$ cat config.mk
export PLATFORM = sky130hd
export DESIGN_NAME = aes_block_loader
export DESIGN_NICKNAME = d
export VERILOG_FILES = /design/src/rtl/aes_block_loader.sv
export SDC_FILE = /design/constraint.sdc
export NUM_CORES = 1
export LEC_CHECK = 0
export CORE_ASPECT_RATIO = 0.6
export CORE_MARGIN = 5
export CORE_UTILIZATION = 52
export DETAILED_ROUTE_END_ITERATION = 8
export PLACE_DENSITY = 0.75
export RECOVER_POWER = 50
export SLEW_MARGIN = 20
export SYNTH_ARGS = -nofsm -noshare
export SYNTH_HDL_FRONTEND = slang
export SYNTH_SLANG_ARGS = --single-unit
$ cat constraint.sdc
create_clock -name clk -period 2.5 [get_ports clk]
set_input_delay 0.5 -clock clk [delete_from_list [all_inputs] [get_ports clk]]
set_output_delay 0.5 -clock clk [all_outputs]
set_load 0.03 [all_outputs]
$ cat src/rtl/aes_block_loader.sv
// AES block loader: packs a byte stream into 128-bit blocks, first byte in out_block[0:7].
// Optional macro AES_LOADER_DOUBLE_BUF_EN keeps collecting while an output block is pending.
module aes_block_loader #(
    parameter logic ZEROIZE = 1'b1
) (
    input  logic         clk,
    input  logic         rst_n,
    input  logic         clear,
    input  logic [7:0]   in_byte,
    input  logic         in_valid,
    output logic         in_ready,
    output logic [0:127] out_block,
    output logic         out_valid,
    input  logic         out_ready,
    output logic [3:0]   byte_count
);

    typedef enum logic {
        ST_EMPTY = 1'b0,
        ST_FULL  = 1'b1
    } state_t;

    state_t       state_q;
    state_t       state_d;
    logic [3:0]   cnt_q;
    logic [3:0]   cnt_d;
    logic [0:127] asm_q;
    logic [0:127] asm_d;
    logic [0:127] blk_q;
    logic [0:127] blk_d;
    logic [0:127] merged;
    logic [6:0]   slot;
    logic         stall;
    logic         accept;
    logic         last;

    assign out_valid  = (state_q == ST_FULL);
    assign out_block  = blk_q;
    assign byte_count = cnt_q;

`ifdef AES_LOADER_DOUBLE_BUF_EN
    // Only the 16th byte must wait: it would overwrite a block nobody has taken yet.
    assign stall = out_valid && !out_ready && (cnt_q == 4'd15);
`else
    // Single buffer: collection pauses until the pending block is consumed.
    assign stall = out_valid;
`endif

    // Held low during reset so nothing is offered as accepted before state is known.
    assign in_ready = rst_n && !stall;

    assign slot   = {cnt_q, 3'b000};
    assign accept = in_valid && in_ready && !clear;
    assign last   = accept && (cnt_q == 4'd15);

    // Assembly register with the incoming byte dropped into its slot.
    always_comb begin
        merged = asm_q;
        merged[slot +: 8] = in_byte;
    end

    // Next-state: byte collection, block hand-off and output handshake.
    always_comb begin
        state_d = state_q;
        cnt_d   = cnt_q;
        asm_d   = asm_q;
        blk_d   = blk_q;
        if (clear) begin
            state_d = ST_EMPTY;
            cnt_d   = 4'd0;
            asm_d   = '0;
        end else begin
            if (accept) begin
                cnt_d = cnt_q + 4'd1;
                asm_d = merged;
            end
            if (last) begin
                blk_d = merged;
                if (ZEROIZE) begin
                    asm_d = '0;
                end
            end
            unique case (state_q)
                ST_EMPTY: begin
                    if (last) begin
                        state_d = ST_FULL;
                    end
                end
                ST_FULL: begin
                    if (!last && out_ready) begin
                        state_d = ST_EMPTY;
                    end
                end
                default: state_d = ST_EMPTY;
            endcase
        end
    end

    // State registers; reset wins over clear and every handshake.
    always_ff @(posedge clk) begin
        if (!rst_n) begin
            state_q <= ST_EMPTY;
            cnt_q   <= 4'd0;
            asm_q   <= '0;
            blk_q   <= '0;
        end else begin
            state_q <= state_d;
            cnt_q   <= cnt_d;
            asm_q   <= asm_d;
            blk_q   <= blk_d;
        end
    end

endmodule

* Yosys cells after proc, flatten, opt, wreduce, memory -nomap -nowiden
Cells that the tools add are included.
** Cells by class
- Multipliers :: 0
- Magnitude comparators :: 0
- Reductions and logical operators :: 11
- Muxes and demuxes :: 4
- Bitwise operators :: 4
- Equality and inequality tests :: 1
- Divide/modulo/power cells :: 0
- Add/subtract/negate cells :: 2
- Shift-type cells :: 2
** Operators with widths (number)
- $shift A129 B9 Y128 const A :: 1
- $shiftx A129 B9 Y128 :: 1
- $bwmux W128 :: 1
- $neg A8 Y9 :: 1
- $not A7 Y8 :: 1
- $logic_and A1 B1 Y1 :: 5
- $add A4 B1 Y4 const B :: 1
- $eq A4 B4 Y1 const B :: 1
- $logic_not A1 Y1 :: 3
- $not A1 Y1 :: 3
- $reduce_or A3 Y1 :: 1
- $mux W1 :: 2
- $pmux W1 S2 :: 1
- $reduce_and A2 Y1 :: 1
- $reduce_or A2 Y1 :: 1
** Storage, ports and cells
- Flip-flop bits (word level) :: 261
- Memories kept :: 0
- Bits in read-only memories :: 0
- Output and inout port bits :: 134
- RAM bits :: 0
- Latch bits :: 0
- Input port bits :: 13
- Word-level logic and storage cells :: 28

* Logic depth before layout (Yosys ltp)
- Depth in word-level cells :: 9
- Depth in mapped cells :: 9
- Mapped depth without buffers :: 5

* Worst setup path before layout
No wires, ideal clock.
- Path kind :: register to register
- Start point :: register cnt_q[0], in the netlist byte_count[0]
- End point :: register asm_q[0] (netlist bit)
- Library setup time :: 119 ps
- Cell stages (with the launch flop) :: 10
- Data arrival time :: 2150 ps
- Period minus slack after synthesis :: 2269 ps
- Path buffers :: 4
- Setup slack :: 231 ps
- Required time :: 2381 ps
- Cell sequence :: dfxtp_1 -> buf_2 -> buf_2 -> inv_1 -> ha_1 -> buf_2 -> or3b_1 -> buf_2 -> a21oi_4 -> o221a_1
** On the way
- Longest elaborated chain between the ends :: 4
** RTL lines
- from (decl) :: RTL line 25 : logic [3:0] cnt_q;
- from (signal assigned) :: RTL line 108 : cnt_q <= cnt_d;
- $not A7 Y8 (not written as such) :: RTL line 59 : merged[slot +: 8] = in_byte;
- $neg A8 Y9 :: RTL line 59
- $shiftx A129 B9 Y128 / $shift A129 B9 Y128 (equally long branches) :: RTL line 59
- $bwmux W128 :: RTL line 59
- to (signal assigned) :: RTL line 109 : asm_q <= asm_d;
- to (decl) :: RTL line 27 : logic [0:127] asm_q;
Several ways; a longest one is shown, not always the timed one.
A chain may end at the register's enable or synchronous reset.

* Worst setup path after layout
- Start point :: register cnt_q[1], in the netlist byte_count[1]
- End point :: output byte_count[1]
** RTL lines
- to (decl) :: RTL line 15 : output logic [3:0] byte_count
No word-level cell between the ends.

==> flow_summary.ini <==
[clock_tree]
cts-resized-gates = 1
cts-root-buf = clkbuf_16
clk_latency_ns = 0.55
cts_setup_buffers = 0
path_clk_slew_ns = 0.07
cts_num_sinks = 261
cts_buffers = 25
cts_tree = built
clockBufferDepth = 3
cts.htree.levels = 1
cts.hold.buffers_added = 0

[timing]
skew_ns = 0.0177
whs_ns = 0.457
period_needed_ns = 2.36
final_max_slew_viol_count = 0
final_hold_viol_count = 0
grt_setup_unrepaired = no
tns_ns = 0
worst_slew_pin_slew_ns = 0.784
fmax_ghz = 0.424
slew_headroom_pct = 47.7
post-route-period-util_pct = 94.3
setup_viol = 0

[worst_setup_path]
critPathLaunchType = flop
end_kind = output pin
crit_chain = buf_4, dlygate4sd2_1
critPathTopFamily = buffers and inverters
crit_arrival_ns = 1.86
cp_num_buf_inv = 2
crit_fanout = 20
critPathMaxStageDelay_ns = 0.57
cp_data_required_time_ns = 2.00
crit_slowest_cell = dfxtp_1
timing_worst_setup_path_type = flop to output pin

[yosys]
synth_top_area_share_pct = 43.9
postSynthAreaPerCell_um2 = 9.71
yosysSeqAreaShare_pct = 43.9
synth.distinct_cells = 43
netlist_instances = 1227
synth_area_mm2 = 0.0119
synth_seq_cells = 261
yosys-top-cells-area = dfxtp_1 44%, o221a_1 9.1%, a311oi_2 8.8%
synth_top_area_cell = dfxtp_1
synthArstFlopShare_pct = 0
postSynthNetCount = 1246
synth-main-ff-cell = dfxtp_1
synth-edff-count = 0
ys_warn_count = 0

[finish]
layout_commonest_cell = dfxtp_1
instances_no_fill = 1634
mostFrequentLayoutCells = 261 x dfxtp_1, 256 x nand2_1, 124 x a21oi_1
antenna_cells = 0
finalNetCount = 1331
drive_gt1_share_pct = 14.9
final_area_mm2 = 0.0144
syn_to_final_growth_pct = 20.9

[die]
die-area_mm2 = 0.0261
start_util_pct = 53.5
coreArea_mm2 = 0.0223
fp.dieH_um = 127
placementRows = 42
ioPinCount = 147
chipWidth_um = 205

[detailed_routing]
routed_wl_um = 34400
vias = 10200
first_pass_iters = 5
ant_nets = 0
avgViaCountPerCell = 6.22
drtIter0Drc = 808
drc = 0
detail_route.wl_per_cell_um = 21.0

[grt]
grt_max_degree = 121
grt_pass1_vias = 9615
grt_overflow_total = 0
antenna_found_initial = 0
grt_pass1_wl_um = 55100
grt_usage_pct = 25.7

[power_and_ir_drop]
powerDensity_mw_per_mm2 = 625
power_w = 0.00901
peakVddDrop_mv = 0.467
p_leak_nw = 5.05

[placed_design]
gp_congestion = 0.830
dpl.hpwl_um = 22000
port_buffers = 146
dp_cells = 1593
placed_cell_area_mm2 = 0.0136

[run_status]
status = complete, no violations

[min_path]
hp-class = flop to flop

[run]
cap_violations = 0
## synthesized netlist by cell type (4+ instances only)
library cell	number
dfxtp_1	261
a21oi_1	123
inv_1	36
nand2b_1	5
nand2_1	256
buf_4	5
mux2_2	8
a311oi_1	50
and4_1	8
nor3b_2	8
nand3b_1	5
a21oi_4	7
o211a_1	8
clkbuf_1	41
a21oi_2	6
buf_2	55
and4b_1	8
o221a_1	96
and3_1	4
buf_6	17
a21o_1	9
o21ai_1	4
and3b_1	22
a311oi_2	70
buf_1	17
ha_1	6
nor3_1	32
a211oi_1	33
## flip-flops by register name, indices dropped and copies added (netlist names)
signal / cells
asm_q: 128
out_block: 128
byte_count: 4
out_valid: 1
## layout make-up
| cell class | count | area [um^2] |
|---|---|---|
| sequential | 261 | 5230 |
| fill | 1823 | 7870 |
| clock buffer | 33 | 696 |
| multi-input combinational | 795 | 5840 |
| tap | 308 | 385 |
| inverter | 36 | 138 |
| timing repair buffer | 193 | 1940 |
| clock inverter | 8 | 180 |
## per-stage QoR
step / setup WS (ns) / util (%)
after floorplan: 0.231 / -
after global placement: 0.160 / 60.9
after detailed placement: 0.0956 / 60.9
after CTS: 0.000567 / 64.8
after global routing: 0.0683 / 64.7
final: 0.142 / 64.7
## cells by family (layout without fill, tap and decap cells)
| logic type | count (synthesis) | count (layout) | synth area share, % |
|---|---|---|---|
| AOI/OAI and AO/OA | 408 | 408 | 31.7 |
| adders and majority gates | 6 | 6 | 0.630 |
| buffers and inverters | 171 | 270 | 7.19 |
| DFF | 261 | 261 | 43.9 |
| muxes | 8 | 8 | 0.756 |
| and+or+nand+nor | 373 | 373 | 15.9 |
## worst min-delay path, delay by kind of cell (launching register included)
kind            cells  cell delay (ns)
buf+inv             1             0.05
compound gates      1             0.05
flops               1             0.31
## layer usage
| layer | routed length (um) | up-vias | share of wire [%] | GRT usage (%) |
|---|---|---|---|---|
| met5 | 0 | - | 0 | 0 |
| met4 | 872 | 0 | 2.5 | 7.01 |
| met3 | 2750 | 65 | 8.0 | 5.37 |
| met2 | 14500 | 393 | 42 | 36.7 |
| met1 | 16300 | 4922 | 47 | 39.4 |
| li1 | - | 4779 | - | - |
## path summary, 6_finish.rpt
path / to / start / cells after the start / slack (ns)
max: byte_count[1] / byte_count[1] / 2 / 0.14
min reg2reg: asm_q[58] / asm_q[58] / 2 / 0.46
min: asm_q[58] / asm_q[58] / 2 / 0.46
max reg2reg: out_block[90] / byte_count[1] / 5 / 0.18
## where the power goes
group          leakage (nW)  internal (W)  switching [W]
registers              2.12       0.00426      0.0000562
clock network         0.430       0.00247        0.00164
logic                  2.50      0.000206       0.000378
Note: power is estimated with default switching activity, not from simulation.
